==> config.mk <==
export PLATFORM = sky130hd
export DESIGN_NAME = part_event_sched_flat
export DESIGN_NICKNAME = d
export VERILOG_FILES = /design/src/rtl/part_event_sched_pkg.sv /design/src/rtl/part_event_sched_if.sv /design/src/rtl/part_event_sched_rr_arb.sv /design/src/rtl/part_event_sched.sv /design/src/flat_wrapper.sv
export SDC_FILE = /design/constraint.sdc
export NUM_CORES = 1
export LEC_CHECK = 0
export ABC_AREA = 0
export CAP_MARGIN = 15
export CELL_PAD_IN_SITES_DETAIL_PLACEMENT = 1
export CELL_PAD_IN_SITES_GLOBAL_PLACEMENT = 1
export CORE_MARGIN = 1.5
export CORE_UTILIZATION = 34
export CTS_CLUSTER_DIAMETER = 100
export DETAILED_ROUTE_END_ITERATION = 6
export PLACE_DENSITY_LB_ADDON = 0.1
export SYNTH_ARGS = -nofsm -noshare
export SYNTH_HDL_FRONTEND = slang
export SYNTH_SLANG_ARGS = --single-unit
==> constraint.sdc <==
create_clock -name clk_i -period 3.15 [get_ports clk_i]
set_clock_uncertainty 0.2 [all_clocks]
set_input_delay 0.315 -clock clk_i [delete_from_list [all_inputs] [get_ports clk_i]]
set_output_delay 0.315 -clock clk_i [all_outputs]
set_load 0.05 [all_outputs]
==> src/rtl/part_event_sched_pkg.sv <==
// rtl/part_event_sched_pkg.sv - shared types and defaults for the mission-clock event scheduler
// Purpose: scheduler FSM state encoding, default sizing and the index-width helper.
// Ports: none (package).
package part_sched_pkg;

    localparam int N_EV_DEF     = 4;
    localparam int DW_DEF       = 9;
    localparam int WD_LIMIT_DEF = 10000;
    localparam int IW_DEF       = (N_EV_DEF > 1) ? $clog2(N_EV_DEF) : 1;

    typedef enum logic [1:0] {
        S_IDLE = 2'd0,
        S_PUT  = 2'd1,
        S_GET  = 2'd2,
        S_ERR  = 2'd3
    } sched_state_t;

    // Slot index width; a single-slot build still needs a 1-bit index.
    function automatic int idx_w(input int n);
        return (n > 1) ? $clog2(n) : 1;
    endfunction

endpackage

==> src/rtl/part_event_sched_if.sv <==
// rtl/part_event_sched_if.sv - fringe channel bundle between scheduler and put/get transport
// Purpose: export (put) and import (get) request/response signals.
// Ports: master = scheduler (drives requests), slave = fringe transport (drives ack/response).
interface part_event_sched_if
    import part_sched_pkg::*;
#(
    parameter int N_EV = N_EV_DEF,
    parameter int DW   = DW_DEF
);
    localparam int IW = idx_w(N_EV);

    logic          put_req;
    logic [IW-1:0] put_idx;
    logic [DW-1:0] put_data;
    logic          put_ack;
    logic          get_req;
    logic [IW-1:0] get_idx;
    logic          get_valid;
    logic [IW-1:0] get_ridx;
    logic [DW-1:0] get_data;

    modport master (
        output put_req, put_idx, put_data, get_req, get_idx,
        input  put_ack, get_valid, get_ridx, get_data
    );

    modport slave (
        input  put_req, put_idx, put_data, get_req, get_idx,
        output put_ack, get_valid, get_ridx, get_data
    );

endinterface

==> src/rtl/part_event_sched_rr_arb.sv <==
// rtl/part_event_sched_rr_arb.sv - N_EV-way round-robin arbiter for pending event slots
// Purpose: grant the lowest requesting slot strictly after the last granted one.
// Ports: clk_i/rst_i, req_i request vector, adv_i commit strobe, gnt_o one-hot grant, gnt_idx_o index.
module part_rr_arb
    import part_sched_pkg::*;
#(
    parameter int N_EV = N_EV_DEF,
    localparam int IW  = idx_w(N_EV)
) (
    input  logic            clk_i,
    input  logic            rst_i,
    input  logic [N_EV-1:0] req_i,
    input  logic            adv_i,
    output logic [N_EV-1:0] gnt_o,
    output logic [IW-1:0]   gnt_idx_o
);

    logic [IW-1:0]   last_q;
    logic [N_EV-1:0] req_hi;

    // Requests above the last grant win; otherwise wrap to the lowest request.
    always_comb begin
        req_hi    = '0;
        gnt_o     = '0;
        gnt_idx_o = '0;
        for (int i = 0; i < N_EV; i++) begin
            req_hi[i] = req_i[i] && (IW'(i) > last_q);
        end
        for (int i = N_EV - 1; i >= 0; i--) begin
            if (req_i[i]) gnt_idx_o = IW'(i);
        end
        for (int i = N_EV - 1; i >= 0; i--) begin
            if (req_hi[i]) gnt_idx_o = IW'(i);
        end
        gnt_o[gnt_idx_o] = |req_i;
    end

    // Reset to the top slot so the first search starts at slot 0.
    always_ff @(posedge clk_i) begin
        if (rst_i) begin
            last_q <= IW'(N_EV - 1);
        end else if (adv_i && (|req_i)) begin
            last_q <= gnt_idx_o;
        end
    end

endmodule

==> src/rtl/part_event_sched.sv <==
// rtl/part_event_sched.sv - mission-clock event scheduler with put/get fringe transactions
// Purpose: detect mission clock edges per slot, serialise export/import transactions, freeze clocks.
// Ports: clk_i/rst_i; clk_h_i, clk_en_i, put_en_i, get_en_i, sut_data_i slot inputs;
//        fringe (master) put/get channel; rcv_valid_o/rcv_data_o received payloads;
//        freeze_clk_o clock holds; busy_o, ov_err_o, wd_err_o status.
module part_event_sched
    import part_sched_pkg::*;
#(
    parameter int N_EV     = N_EV_DEF,
    parameter int DW       = DW_DEF,
    parameter int WD_LIMIT = WD_LIMIT_DEF
) (
    input  logic                 clk_i,
    input  logic                 rst_i,
    input  logic [N_EV-1:0]      clk_h_i,
    input  logic [N_EV-1:0]      clk_en_i,
    input  logic [N_EV-1:0]      put_en_i,
    input  logic [N_EV-1:0]      get_en_i,
    input  logic [N_EV*DW-1:0]   sut_data_i,
    part_event_sched_if.master   fringe,
    output logic [N_EV-1:0]      rcv_valid_o,
    output logic [N_EV*DW-1:0]   rcv_data_o,
    output logic [N_EV-1:0]      freeze_clk_o,
    output logic                 busy_o,
    output logic                 ov_err_o,
    output logic                 wd_err_o
);

    localparam int IW  = idx_w(N_EV);
    localparam int WDW = $clog2(WD_LIMIT + 1);

    sched_state_t       state_q;
    logic [N_EV-1:0]    clk_h_q, pending_q, pending_d, ev_edge, clr, gnt;
    logic [IW-1:0]      gnt_idx, idx_q;
    logic [DW-1:0]      data_q;
    logic [WDW-1:0]     wd_q;
    logic               put_req_q, get_req_q, busy_q, ov_q, wd_err_q;
    logic [N_EV-1:0]    rcv_valid_q, freeze_q;
    logic [N_EV*DW-1:0] rcv_data_q;
    logic               adv, wd_hit, rsp_match;

    part_rr_arb #(.N_EV(N_EV)) u_arb (
        .clk_i     (clk_i),
        .rst_i     (rst_i),
        .req_i     (pending_q),
        .adv_i     (adv),
        .gnt_o     (gnt),
        .gnt_idx_o (gnt_idx)
    );

    assign wd_hit    = (wd_q == WDW'(WD_LIMIT - 1));
    assign rsp_match = fringe.get_valid && (fringe.get_ridx == idx_q);

    // Clears are computed before the set so a same-cycle edge always survives.
    always_comb begin
        ev_edge = clk_h_i & ~clk_h_q & clk_en_i;
        clr     = '0;
        adv     = 1'b0;
        case (state_q)
            S_IDLE: begin
                adv = |pending_q;
                if (!(|(gnt & (put_en_i | get_en_i)))) clr = gnt;
            end
            S_PUT:   if (fringe.put_ack && !get_en_i[idx_q]) clr[idx_q] = 1'b1;
            S_GET:   if (rsp_match) clr[idx_q] = 1'b1;
            default: ;
        endcase
        pending_d = (pending_q & ~clr) | ev_edge;
    end

    always_ff @(posedge clk_i) begin
        if (rst_i) begin
            state_q     <= S_IDLE;
            clk_h_q     <= '1;
            pending_q   <= '0;
            idx_q       <= '0;
            data_q      <= '0;
            wd_q        <= '0;
            put_req_q   <= 1'b0;
            get_req_q   <= 1'b0;
            busy_q      <= 1'b0;
            ov_q        <= 1'b0;
            wd_err_q    <= 1'b0;
            rcv_valid_q <= '0;
            rcv_data_q  <= '0;
            freeze_q    <= '0;
        end else begin
            clk_h_q     <= clk_h_i;
            pending_q   <= pending_d;
            if (|(ev_edge & pending_q & ~clr)) ov_q <= 1'b1;
            rcv_valid_q <= '0;
            freeze_q    <= pending_q & get_en_i;
            case (state_q)
                S_IDLE: begin
                    if (|pending_q) begin
                        idx_q  <= gnt_idx;
                        data_q <= sut_data_i[gnt_idx*DW +: DW];
                        wd_q   <= '0;
                        if (|(gnt & put_en_i)) begin
                            state_q   <= S_PUT;
                            put_req_q <= 1'b1;
                            busy_q    <= 1'b1;
                        end else if (|(gnt & get_en_i)) begin
                            state_q   <= S_GET;
                            get_req_q <= 1'b1;
                            busy_q    <= 1'b1;
                        end
                    end
                end
                S_PUT: begin
                    if (fringe.put_ack) begin
                        put_req_q <= 1'b0;
                        wd_q      <= '0;
                        if (get_en_i[idx_q]) begin
                            state_q   <= S_GET;
                            get_req_q <= 1'b1;
                        end else begin
                            state_q <= S_IDLE;
                            busy_q  <= 1'b0;
                        end
                    end else if (wd_hit) begin
                        state_q   <= S_ERR;
                        put_req_q <= 1'b0;
                        wd_err_q  <= 1'b1;
                        freeze_q  <= '1;
                    end else begin
                        wd_q <= wd_q + 1'b1;
                    end
                end
                S_GET: begin
                    if (rsp_match) begin
                        rcv_data_q[idx_q*DW +: DW] <= fringe.get_data;
                        rcv_valid_q[idx_q]         <= 1'b1;
                        get_req_q                  <= 1'b0;
                        state_q                    <= S_IDLE;
                        busy_q                     <= 1'b0;
                    end else if (wd_hit) begin
                        state_q   <= S_ERR;
                        get_req_q <= 1'b0;
                        wd_err_q  <= 1'b1;
                        freeze_q  <= '1;
                    end else begin
                        wd_q <= wd_q + 1'b1;
                    end
                end
                default: begin
                    // Locked until reset: every mission clock stays held.
                    freeze_q <= '1;
                end
            endcase
        end
    end

    assign fringe.put_req  = put_req_q;
    assign fringe.put_idx  = idx_q;
    assign fringe.put_data = data_q;
    assign fringe.get_req  = get_req_q;
    assign fringe.get_idx  = idx_q;
    assign rcv_valid_o     = rcv_valid_q;
    assign rcv_data_o      = rcv_data_q;
    assign freeze_clk_o    = freeze_q;
    assign busy_o          = busy_q;
    assign ov_err_o        = ov_q;
    assign wd_err_o        = wd_err_q;

endmodule

==> src/flat_wrapper.sv <==
// flat-port wrapper written by rule: the top's interface ports become plain ports
module part_event_sched_flat import part_sched_pkg::*;
#(
    parameter int N_EV     = N_EV_DEF,
    parameter int DW       = DW_DEF,
    parameter int WD_LIMIT = WD_LIMIT_DEF
)
  (clk_i, rst_i, clk_h_i, clk_en_i, put_en_i, get_en_i, sut_data_i, rcv_valid_o, rcv_data_o, freeze_clk_o, busy_o, ov_err_o, wd_err_o, fringe_put_req, fringe_put_idx, fringe_put_data, fringe_get_req, fringe_get_idx, fringe_put_ack, fringe_get_valid, fringe_get_ridx, fringe_get_data);
  part_event_sched_if #(.N_EV(N_EV), .DW(DW)) fringe_i ();
  input  logic clk_i;
  input  logic rst_i;
  input  logic [N_EV-1:0] clk_h_i;
  input  logic [N_EV-1:0] clk_en_i;
  input  logic [N_EV-1:0] put_en_i;
  input  logic [N_EV-1:0] get_en_i;
  input  logic [N_EV*DW-1:0] sut_data_i;
  output logic [N_EV-1:0] rcv_valid_o;
  output logic [N_EV*DW-1:0] rcv_data_o;
  output logic [N_EV-1:0] freeze_clk_o;
  output logic busy_o;
  output logic ov_err_o;
  output logic wd_err_o;
  output wire logic [$bits(fringe_i.put_req)-1:0] fringe_put_req;
  output wire logic [$bits(fringe_i.put_idx)-1:0] fringe_put_idx;
  output wire logic [$bits(fringe_i.put_data)-1:0] fringe_put_data;
  output wire logic [$bits(fringe_i.get_req)-1:0] fringe_get_req;
  output wire logic [$bits(fringe_i.get_idx)-1:0] fringe_get_idx;
  input wire logic [$bits(fringe_i.put_ack)-1:0] fringe_put_ack;
  input wire logic [$bits(fringe_i.get_valid)-1:0] fringe_get_valid;
  input wire logic [$bits(fringe_i.get_ridx)-1:0] fringe_get_ridx;
  input wire logic [$bits(fringe_i.get_data)-1:0] fringe_get_data;
  assign fringe_put_req = fringe_i.put_req;
  assign fringe_put_idx = fringe_i.put_idx;
  assign fringe_put_data = fringe_i.put_data;
  assign fringe_get_req = fringe_i.get_req;
  assign fringe_get_idx = fringe_i.get_idx;
  assign fringe_i.put_ack = fringe_put_ack;
  assign fringe_i.get_valid = fringe_get_valid;
  assign fringe_i.get_ridx = fringe_get_ridx;
  assign fringe_i.get_data = fringe_get_data;
  part_event_sched #(.N_EV(N_EV), .DW(DW), .WD_LIMIT(WD_LIMIT)) u_core (.clk_i(clk_i), .rst_i(rst_i), .clk_h_i(clk_h_i), .clk_en_i(clk_en_i), .put_en_i(put_en_i), .get_en_i(get_en_i), .sut_data_i(sut_data_i), .fringe(fringe_i), .rcv_valid_o(rcv_valid_o), .rcv_data_o(rcv_data_o), .freeze_clk_o(freeze_clk_o), .busy_o(busy_o), .ov_err_o(ov_err_o), .wd_err_o(wd_err_o));
endmodule
* Word-level counts from Yosys, hierarchy flattened
Cells that the tools add are included.
Operators by class: reductions and logical operators 28, multipliers 2, mux-type cells 59, order comparisons 8, equality and inequality tests 17, bitwise logic cells 15, add/subtract/negate cells 2, shift operators 3
Operators by type and width (number):
- 2-to-1 mux 14 bit | 4
- case mux 14 bit (3 select lines) | 1
- bitwise AND 4 bit | 10
- bitwise mux 36 bit | 1
- variable shift 9 x 34 -> 36 bit (first input constant) | 1
- indexed part select 36 x 7 -> 9 bit | 1
- indexed part select 9 x 34 -> 36 bit | 1
- negator 6 -> 34 bit | 1
- 2-to-1 mux 2 bit | 15
- 2-to-1 mux 4 bit | 6
- case mux 4 bit (3 select lines) | 2
- 2-to-1 mux 1 bit | 22
- OR reduction 4 bit | 5
- adder 14 x 1 -> 14 bit (second input constant) | 1
- == test 14 bit (second input constant) | 1
- multiplier 2 x 4 -> 6 bit (second input constant) | 2
- inequality test 2 x 1 -> 1 bit (second input constant) | 5
- inequality test 2 bit (second input constant) | 5
- logical AND 1 bit | 9
- AND reduction 3 bit | 3
- inverter 4 bit | 2
- OR 4 bit | 2
- AND reduction 7 bit | 1
- < comparator 2 x 3 -> 1 bit (second input constant) | 2
- 22 further kinds | 31
Storage, ports and cells: bits of input ports 67, word-level logic and storage cells 149, bits in registers 86

* Depth between registers and ports, before layout
Gate-level depths: netlist of the first run.
depth in word-level cells 20, depth in mapped cells 9

* Modules after synthesis
Synthesis of the first run repeated with hierarchy kept, for this count alone.
Unflattened totals: cell total of the unflattened synthesis 439, area total of the unflattened synthesis 4111.4 µm²
By module, submodules not included:
- part_event_sched | sequential area each 1681.6 µm², cells each 405, times used 1, area each 3839.9 µm²
- part_rr_arb | sequential area each 40.0 µm², cells each 34, times used 1, area each 271.5 µm²

* Worst setup path before layout of the first run
Ideal clock, no wire load.
path kind register -> register, from register u_core.idx_q[0] (netlist: u_core.fringe.get_idx[0]), to register u_core.wd_q[6], period minus slack after synthesis 2.613 ns, stages on the path, launching flop included 9, buffers on the path 2, setup time 0.128 ns, slack 0.537 ns, arrival time 2.285 ns, required time 2.822 ns, cell sequence dfxtp_1 buf_2 xnor2_1 and4_1 clkbuf_1 nor4_1 nand3_1 xor2_1 nor2_1
On the way: longest elaborated chain between the ends 4
Ends and longest elaborated chain:
- from (decl) | RTL line part_event_sched.sv:34 | logic [IW-1:0] gnt_idx, idx_q;
- from (signal assigned) | RTL line part_event_sched.sv:96 | idx_q <= gnt_idx;
- == test 2 bit | RTL line part_event_sched.sv:52 | assign rsp_match = fringe.get_valid && (fringe.get_ridx == idx_q);
- logical AND 1 bit | RTL line part_event_sched.sv:52
- inequality test 2 bit (no line)
- AND reduction 3 bit (no line)
- to (signal assigned) | RTL line part_event_sched.sv:127 | wd_q <= wd_q + 1'b1;
- to (signal assigned) | RTL line part_event_sched.sv:143 | wd_q <= wd_q + 1'b1;
- to (decl) | RTL line part_event_sched.sv:36 | logic [WDW-1:0] wd_q;
Every way passes these cells. A chain may end at the register's enable or synchronous reset.

* Worst setup path after layout of the first run
from register u_core.pending_q[1], to register u_core.get_req_q (netlist: u_core.fringe.get_req)
On the way: longest elaborated chain between the ends 15
Ends and longest elaborated chain:
- from (decl) | RTL line part_event_sched.sv:33 | logic [N_EV-1:0] clk_h_q, pending_q, pending_d, ev_edge, clr, gnt;
- from (signal assigned) | RTL line part_event_sched.sv:89 | pending_q <= pending_d;
- 2-to-1 mux 2 bit (2 in a row) | RTL line part_event_sched_rr_arb.sv:30 | if (req_i[i]) gnt_idx_o = IW'(i);
- 2-to-1 mux 2 bit (4 in a row) | RTL line part_event_sched_rr_arb.sv:33 | if (req_hi[i]) gnt_idx_o = IW'(i);
- < comparator 2 x 3 -> 1 bit (implied by the code) or >= comparator 2 x 1 -> 1 bit (tied branches) | RTL line part_event_sched_rr_arb.sv:35 | gnt_o[gnt_idx_o] = |req_i;
- logical AND 1 bit (implied by the code) | RTL line part_event_sched_rr_arb.sv:35
- 2-to-1 mux 1 bit (implied by the code) | RTL line part_event_sched_rr_arb.sv:35
- demux 1 bit (select 2 bit) | RTL line part_event_sched_rr_arb.sv:35
- bitwise AND 4 bit (no line)
- bitwise AND 4 bit (on tied branches) | RTL line part_event_sched.sv:99, part_event_sched.sv:103
- OR reduction 4 bit (on tied branches) | RTL line part_event_sched.sv:99, part_event_sched.sv:103
- inequality test 2 bit (no line) or inequality test 2 x 1 -> 1 bit (tied branches)
- AND reduction 7 bit (no line) (*)
- to (signal assigned) | RTL line part_event_sched.sv:105 | get_req_q <= 1'b1;
- to (signal assigned) | RTL line part_event_sched.sv:116 | get_req_q <= 1'b1;
- to (signal assigned) | RTL line part_event_sched.sv:134 | get_req_q <= 1'b0;
- to (decl) | RTL line part_event_sched.sv:37 | logic put_req_q, get_req_q, busy_q, ov_q, wd_err_q;
Every way passes the cells marked *; elsewhere a longest branch is shown, timed or not.

==> results.py, run 1 <==
metrics = {
    "worst_setup_path": {
        "reg2reg_from": "u_core.pending_q[1]",
        "startpoint_type": "flip-flop",
        "regToRegEndpoint": "u_core.fringe.get_req",
        "reg2reg_depth": 6,
        "path_class": "flip-flop to flip-flop",
        "critPathMaxFanout": 12,
        "end_kind": "flip-flop",
        "reg2reg_slack_ps": 280,
        "worstPathArrival_ps": 2910,
        "crit_required_ps": 3180,
    },
    "layout": {
        "nFillCells": 1342,
        "diodes": 0,
        "nNetsFinal": 677,
        "drive_above_1_share": 0.0777,
        "final_core_util": 0.505,
        "area_growth_pct": 43.7,
    },
    "floorplan": {
        "ios": 129,
        "design.die.area_mm2": 0.0126,
        "fp.dieH_um": 112,
        "start_util": 0.352,
        "die_x_um": 112,
        "core_area_mm2": 0.0116,
        "row_count": 39,
    },
    "status": {
        "violations": "design-rule violations",
        "status": "finished with violations",
    },
    "timing": {
        "setup_slack_ps": 275,
        "tightest_slew_ps": 800,
        "period_needed_ps": 2870,
        "max_freq_mhz": 348,
        "rsz0062_at_grt": "false",
        "final_hold_viol_count": 0,
        "setup_viol": 0,
        "final.setup.tns_ps": 0,
        "maxSlewHeadroom": 0.467,
        "drv_slew": 0,
        "fin_crit_sh": 0.913,
        "hold_slack_ps": 170,
    },
    "logic_synthesis": {
        "ys_top_cells_by_area": "dfxtp_1 42%, a21oi_1 4.8%, nor2_1 4.6%",
        "synth_warnings": 0,
        "synth-edff-count": 0,
        "synth_nets": 550,
        "ys_ff_latch": 86,
        "synthArstFlopShare": 0,
        "synth_cell_type_count": 60,
        "yosys.area.top_type_share": 0.423,
        "synth.largest_area_cell": "dfxtp_1",
        "synth_commonest_cells": "86 x dfxtp_1, 50 x nor2_1, 40 x nand2_1",
        "syn-instance-count": 473,
        "post-synth-top-count-cell": "dfxtp_1",
        "synth_ff_type": "dfxtp_1",
        "ys_seq_area_frac": 0.423,
        "syn_area_mm2": 0.00407,
        "postSynthAreaPerCell_um2": 8.60,
    },
    "grt": {
        "antenna_found_initial": 0,
        "first_global_vias": 4263,
        "grt_max_degree": 54,
        "grtUsageTotal": 0.224,
        "grt_first_pass_wirelength_um": 22400,
        "grt-ovfl-total": 0,
    },
    "cts": {
        "cts_setup_buffers": 0,
        "cts_hold_buf": 0,
        "clk_pin_slew_ps": 70,
        "clockBufferDepth": 2,
        "clock-sinks": 86,
        "h-tree-depth": 3,
        "root_buffer": "clkbuf_16",
        "postCtsResizedCells": 0,
        "cts_made_buffers": 9,
        "clk_latency_ps": 350,
        "tritoncts": "built",
    },
    "hold_path": {
        "hp-class": "primary input to flip-flop",
        "hold_depth": 3,
        "whs_endpoint": "u_core.u_arb.last_q[1]",
        "hold_start": "rst_i",
    },
    "job": {
        "drv_cap": 0,
    },
    "route": {
        "via_per_inst": 5.52,
        "dr.pass1.iters": 7,
        "drt-wirelength-per-cell_um": 18.3,
        "routed_wl_um": 13700,
        "ant_nets": 0,
        "drc": 9,
        "drt_iter0_drc": 203,
        "vias": 4126,
    },
    "power": {
        "p_per_area_mw_per_mm2": 486,
        "power.leakage_nw": 2.09,
        "vdd_ir_drop_max_mv": 0.366,
    },
    "placed_design": {
        "io_buffers": 128,
        "gp_congestion": 0.921,
        "dp_hpwl_um": 10400,
        "pre_cts_slack_ps": 332,
    },
}
-- logic make-up (layout without fill, tap and decap cells) --
logic type / after synthesis / after routing / share of synthesized area
compound gates: 139 / 139 / 0.237
mux: 5 / 5 / 0.0157
fa+ha+maj: 10 / 10 / 0.0308
xor+xnor: 13 / 13 / 0.0280
buf+inv: 43 / 175 / 0.0440
flops: 86 / 86 / 0.423
simple gates: 177 / 177 / 0.221
-- through the flow --
step | cells | total power, mW | cell area, um^2
6_report | 748 | 2.84 | 5840
5_1_grt | 748 | 2.96 | 5840
4_1_cts | 748 | 2.87 | 5840
3_5_place_dp | 732 | 1.75 | 5530
3_3_place_gp | 732 | 1.74 | 5530
2_1_floorplan | 473 | 1.51 | 4070
-- critical path, cell delays in order, from the launching register on --
cell and delay, ps:
dfxtp_1 550, o21ai_0 250, o211a_1 360, o2bb2ai_1 220
a221o_1 380, a2111oi_2 440, mux2_1 360
-- registers in the layout, indices dropped and copies added (netlist names) --
signal,count
u_core.freeze_clk_o,4
u_core.rcv_valid_o,4
u_core.ov_err_o,1
u_core.wd_q,14
u_core.fringe.get_req,1
u_core.pending_q,4
u_core.wd_err_o,1
u_core.fringe.put_req,1
u_core.fringe.put_data,9
u_core.rcv_data_o,36
u_core.state_q,2
u_core.busy_o,1
u_core.u_arb.last_q,2
u_core.fringe.get_idx,2
u_core.clk_h_q,4
-- layer usage --
metal,vias up,GRT usage,wire [um],part of all wire
met4,0,0.0641,205,0.015
met5,-,0,0,0
met3,15,0.0578,725,0.053
met2,114,0.376,6660,0.49
met1,2012,0.285,6070,0.44
li1,1985,-,-,-
-- final cells by class --
class | count | area (um^2) | share of cell area
flip-flops and latches | 86 | 1720 | 0.295
well taps | 143 | 179 | 0.0306
clock inverters | 5 | 65.1 | 0.0111
inverters | 15 | 56.3 | 0.00963
multi-input cells | 344 | 2170 | 0.372
repair buffers | 144 | 1400 | 0.239
clock buffers | 11 | 253 | 0.0432
-- layout by cell type, fill, tap and decap left out, types with 10 or more instances in the layout --
cell type,netlist,routed
inv_1,15,15
ha_1,10,10
a22o_1,18,18
nor2_1,50,50
a31oi_1,10,10
a211oi_1,14,14
buf_4,3,16
nand2_1,40,40
clkdlybuf4s50_1,0,127
dfxtp_1,86,86
o21ai_0,14,14
a21oi_1,39,39
nand3_1,32,32
a221oi_1,10,10
-- where the power goes --
group          total (mW)  internal [mW]  leakage [nW]  switching (mW)
Combinational       0.563          0.232          1.24           0.330
Clock                1.11          0.664         0.150           0.450
Sequential           1.16           1.13         0.697          0.0367
-- worst max-delay path by stage --
stage	end	slack [ps]	cells after the start	from
after detailed placement	u_core.fringe.get_req	330	6	u_core.pending_q[1]
after global routing	u_core.fringe.get_req	90	6	u_core.pending_q[1]
after global placement	u_core.fringe.get_req	470	6	u_core.pending_q[3]
final	u_core.fringe.get_req	280	6	u_core.pending_q[1]
after floorplan	u_core.wd_q[6]	540	8	u_core.fringe.get_idx[0]
after CTS	u_core.fringe.get_req	300	6	u_core.pending_q[1]
Power figures use the tool's default switching activity.
==> run 2: changes to the inputs <==
--- a/config.mk
+++ b/config.mk
@@ -9,7 +9,7 @@
 export CAP_MARGIN = 15
 export CELL_PAD_IN_SITES_DETAIL_PLACEMENT = 1
 export CELL_PAD_IN_SITES_GLOBAL_PLACEMENT = 1
-export CORE_MARGIN = 1.5
+export CORE_MARGIN = 2
 export CORE_UTILIZATION = 34
 export CTS_CLUSTER_DIAMETER = 100
 export DETAILED_ROUTE_END_ITERATION = 6
==> run 2 against run 1 <==
- the run now ends clean
- global-route usage fell by 1.1 points
- maximum frequency rose by 5.8%
- cell count increased by 0.13%
- power decreased by 0.68%
- routed wire length rose by 0.48%
- non-clock buffer count increased by 1
- clock power hardly changed
- sequential cell count did not move
- worst setup slack better by 160 ps
- largest cell class unchanged
==> results.py, run 2 (synthesis gave the netlist of run 1 again) <==
metrics = {
    "layout": {
        "area_growth_pct": 43.6,
        "final_cell_mix": "127 x clkdlybuf4s50_1, 86 x dfxtp_1, 50 x nor2_1, 40 x nand2_1, 39 x a21oi_1",
        "final_core_util": 0.505,
        "final_common_cell": "clkdlybuf4s50_1",
        "stdcell_count": 749,
        "multi_input_area_mm2": 0.00217,
        "fin_area_mm2": 0.00584,
        "nFillCells": 1342,
        "ff_latch_area_mm2": 0.00172,
        "largest_reg_flops": 36,
        "nNetsFinal": 678,
        "drive_above_1_share": 0.0792,
        "diodes": 0,
    },
    "cts": {
        "postCtsResizedCells": 0,
        "clk_pin_slew_ps": 60,
        "clock-sinks": 86,
        "tritoncts": "built",
        "h-tree-depth": 3,
        "cts_setup_buffers": 0,
        "cts_hold_buf": 0,
        "clockBufferDepth": 2,
        "root_buffer": "clkbuf_16",
        "clk_latency_ps": 340,
        "cts_made_buffers": 9,
    },
    "route": {
        "drc": 0,
        "routed_wl_um": 13700,
        "drt-wirelength-per-cell_um": 18.3,
        "vias": 4132,
        "via_per_inst": 5.52,
        "drt_iter0_drc": 134,
        "ant_nets": 0,
        "dr.pass1.iters": 4,
    },
    "floorplan": {
        "design.die.area_mm2": 0.0129,
        "core_area_mm2": 0.0116,
        "ios": 129,
        "fp.dieH_um": 113,
        "start_util": 0.352,
        "die_x_um": 113,
        "row_count": 39,
    },
    "placed_design": {
        "gp_congestion": 0.929,
        "placed_cells": 733,
        "io_buffers": 128,
        "place_area_mm2": 0.00553,
        "dp_hpwl_um": 10500,
    },
    "grt": {
        "grt_first_pass_wirelength_um": 21900,
        "grtUsageTotal": 0.213,
        "antenna_found_initial": 0,
        "grt_max_degree": 54,
        "first_global_vias": 4179,
        "grt-ovfl-total": 0,
    },
    "timing": {
        "max_freq_mhz": 368,
        "setup_viol": 0,
        "rsz0062_at_grt": "false",
        "maxSlewHeadroom": 0.492,
        "final_hold_viol_count": 0,
        "tightest_slew_ps": 762,
        "final.setup.tns_ps": 0,
        "fin_crit_sh": 0.862,
        "period_needed_ps": 2720,
        "drv_slew": 0,
    },
    "worst_setup_path": {
        "path_class": "flip-flop to flip-flop",
        "reg2reg_slack_ps": 430,
        "crit_required_ps": 3180,
        "cp_cell_sequence": "o21ai_0, o211a_1, o2bb2ai_1, a221o_1, a2111oi_2, mux2_1",
        "end_kind": "flip-flop",
        "crit_family": "compound AO/OA/AOI/OAI gates",
        "worstPathArrival_ps": 2740,
        "startpoint_type": "flip-flop",
        "critPathMaxFanout": 12,
        "path_buf_inv": 0,
        "critical_path.max_stage_delay_ps": 510,
        "crit_slowest_cell": "dfxtp_1",
    },
    "power": {
        "p_per_area_mw_per_mm2": 483,
        "vdd_ir_drop_max_mv": 0.350,
        "power.leakage_nw": 2.09,
    },
    "status": {
        "status": "complete, no violations",
    },
    "hold_path": {
        "hp-class": "primary input to flip-flop",
    },
    "job": {
        "drv_cap": 0,
    },
}
[run 2: cell count changes in the layout (fill, tap and decap cells not counted), sizes merged]
cell / previous run / this run
clkbuf: 11 / 9
clkinv: 1 / 2
clkinvlp: 2 / 1
buf: 17 / 18
inv: 16 / 18
[run 2: area by class of cell]
class,count,area share
Inverter,15,0.00964
Timing Repair Buffer,145,0.240
Tap cell,143,0.0306
Clock buffer,9,0.0386
Clock inverter,7,0.0137
Sequential cell,86,0.295
Multi-Input combinational cell,344,0.372
[run 2: tightest hold or removal path, delay by kind of cell]
family,cells,cell delay [ps]
AOI/OAI and AO/OA,1,120
buffers and inverters,2,250
[run 2: metrics by stage]
| step | setup WS, ps | hold slack, ps | total power [mW] |
|---|---|---|---|
| floorplan | 537 | 219 | 1.51 |
| global placement | 494 | 247 | 1.74 |
| detailed placement | 379 | 246 | 1.75 |
| CTS | 430 | 173 | 2.85 |
| global route | 243 | 219 | 2.94 |
| finish | 433 | 192 | 2.82 |
[run 2: worst paths after layout]
path                         from                endpoint  cells after the start
min reg2reg  u_core.rcv_data_o[6]    u_core.rcv_data_o[6]                      2
min                         rst_i  u_core.u_arb.last_q[0]                      3
max           u_core.pending_q[1]   u_core.fringe.get_req                      6
max reg2reg   u_core.pending_q[1]   u_core.fringe.get_req                      6
[run 2: per-layer routing]
metal	GRT usage	vias to the layer above	routed length (um)
met1	0.284	2030	6430
met4	0.0504	0	158
met3	0.0380	16	592
li1	-	1993	-
met5	0	-	0
met2	0.360	93	6550
[run 2: power breakdown]
group | internal [mW] | switching, mW | leakage, nW
clock | 0.626 | 0.464 | 0.148
sequential | 1.13 | 0.0362 | 0.697
combinational | 0.233 | 0.336 | 1.25
total | 1.98 | 0.836 | 2.09
==> run 3: changes to the inputs <==
--- a/config.mk
+++ b/config.mk
@@ -9,6 +9,7 @@
 export CAP_MARGIN = 15
 export CELL_PAD_IN_SITES_DETAIL_PLACEMENT = 1
 export CELL_PAD_IN_SITES_GLOBAL_PLACEMENT = 1
+export CORE_ASPECT_RATIO = 0.75
 export CORE_MARGIN = 2
 export CORE_UTILIZATION = 34
 export CTS_CLUSTER_DIAMETER = 100
==> run 3 against run 2 <==
- register-to-register slack about the same
- hold slack better by 20 ps
- routed wire length grew 3.8%
- die area barely moved
- worst setup slack got worse by 5.0 ps
- power increased by 3.9%
- largest cell class unchanged
==> results.py, run 3 (synthesis gave the netlist of run 1 again) <==
metrics = {
    "layout": {
        "multi_input_area_mm2": 0.00217,
        "ff_latch_area_mm2": 0.00172,
        "stdcell_count": 767,
        "nNetsFinal": 677,
        "area_growth_pct": 44.7,
        "drive_above_1_share": 0.0777,
        "final_cell_mix": "127 x clkdlybuf4s50_1, 86 x dfxtp_1, 50 x nor2_1, 40 x nand2_1, 39 x a21oi_1",
        "final_common_cell": "clkdlybuf4s50_1",
        "nFillCells": 1322,
        "diodes": 0,
        "largest_reg_flops": 36,
    },
    "timing": {
        "final_hold_viol_count": 0,
        "tightest_slew_ps": 753,
        "final.setup.tns_ps": 0,
        "drv_slew": 0,
        "rsz0062_at_grt": "false",
        "setup_viol": 0,
        "maxSlewHeadroom": 0.498,
        "max_freq_mhz": 367,
        "period_needed_ps": 2720,
        "setup_slack_ps": 428,
        "fin_crit_sh": 0.864,
    },
    "worst_setup_path": {
        "cp_cell_sequence": "nor2b_2, nor2_1, o311a_1, a221o_1, a2111oi_2, mux2_1",
        "critical_path.max_stage_delay_ps": 550,
        "path_class": "flip-flop to flip-flop",
        "critPathMaxFanout": 11,
        "reg2reg_from": "u_core.pending_q[3]",
        "startpoint": "u_core.pending_q[3]",
        "reg2reg_slack_ps": 430,
        "regToRegEndpoint": "u_core.fringe.get_req",
        "end_kind": "flip-flop",
        "crit_required_ps": 3180,
        "crit_slowest_cell": "dfxtp_1",
        "path_buf_inv": 0,
        "critical_path_depth": 6,
        "crit_family": "compound AO/OA/AOI/OAI gates",
        "crit_path_end": "u_core.fringe.get_req",
        "startpoint_type": "flip-flop",
        "worstPathArrival_ps": 2750,
        "reg2reg_depth": 6,
    },
    "placed_design": {
        "gp_congestion": 0.886,
        "pre_cts_slack_ps": 334,
        "dp_hpwl_um": 10800,
        "placed_cells": 751,
        "io_buffers": 128,
    },
    "power": {
        "power.leakage_nw": 2.10,
        "vdd_ir_drop_max_mv": 0.260,
        "p_per_area_mw_per_mm2": 498,
    },
    "route": {
        "drc": 0,
        "dr.pass1.iters": 5,
        "drt_iter0_drc": 285,
        "vias": 4131,
        "routed_wl_um": 14300,
        "via_per_inst": 5.39,
        "ant_nets": 0,
        "drt-wirelength-per-cell_um": 18.6,
    },
    "cts": {
        "cts_made_buffers": 9,
        "cts_setup_buffers": 0,
        "clock-sinks": 86,
        "clk_pin_slew_ps": 70,
        "cts_hold_buf": 0,
        "h-tree-depth": 3,
        "postCtsResizedCells": 0,
        "tritoncts": "built",
        "clk_latency_ps": 350,
        "clockBufferDepth": 2,
        "root_buffer": "clkbuf_16",
    },
    "floorplan": {
        "design.die.area_mm2": 0.0129,
        "fp.dieH_um": 98.7,
        "core_area_mm2": 0.0116,
        "ios": 129,
        "start_util": 0.350,
        "row_count": 34,
        "die_x_um": 130,
    },
    "grt": {
        "grt_max_degree": 33,
        "grt_first_pass_wirelength_um": 22600,
        "antenna_found_initial": 0,
        "first_global_vias": 4141,
        "grtUsageTotal": 0.225,
        "grt-ovfl-total": 0,
    },
    "job": {
        "drv_cap": 0,
    },
    "hold_path": {
        "hp-class": "primary input to flip-flop",
    },
    "status": {
        "status": "complete, no violations",
    },
}
run 3: worst register-to-register path, delay by kind of cell, from the launching register on:
family          cells  cell delay (ps)
compound gates      3             1150
flops               1              550
mux                 1              360
simple gates        2              340
run 3: how the worst min path moves through the flow:
stage                            endpoint  slack (ps)            startpoint  cells past startpoint
floorplan               u_core.clk_h_q[3]         220            clk_h_i[3]                      1
global placement     u_core.rcv_data_o[1]         240  u_core.rcv_data_o[1]                      2
detailed placement   u_core.rcv_data_o[1]         250  u_core.rcv_data_o[1]                      2
CTS                  u_core.rcv_data_o[1]         210                 rst_i                      2
global route        u_core.rcv_valid_o[2]         260                 rst_i                      2
finish               u_core.rcv_data_o[8]         210                 rst_i                      2
run 3: area by class of cell:
| cell class | instances | area share |
|---|---|---|
| timing repair buffer | 144 | 0.237 |
| clock inverter | 7 | 0.0183 |
| multi-input combinational | 344 | 0.369 |
| clock buffer | 9 | 0.0383 |
| tap | 162 | 0.0345 |
| inverter | 15 | 0.00957 |
| sequential | 86 | 0.293 |
run 3: power breakdown:
group / internal [mW] / leakage, nW / switching (mW)
Sequential: 1.13 / 0.697 / 0.0369
Combinational: 0.235 / 1.24 / 0.341
Clock: 0.708 / 0.163 / 0.485
Total: 2.07 / 2.10 / 0.863
run 3: metal layers:
metal / share of wire / vias to the layer above / GRT usage
met5: 0 / - / 0
met4: 0.013 / 0 / 0.0587
met3: 0.048 / 16 / 0.0489
met2: 0.43 / 103 / 0.332
met1: 0.51 / 2018 / 0.332
li1: - / 1994 / -
run 3: stage by stage:
step	hold WS, ps	area (um^2)	util	power [mW]
2_1_floorplan	219	4070	-	1.51
3_3_place_gp	239	5550	0.478	1.75
3_5_place_dp	251	5550	0.478	1.76
4_1_cts	208	5880	0.507	2.95
5_1_grt	257	5880	0.507	3.05
6_report	212	5880	0.507	2.93
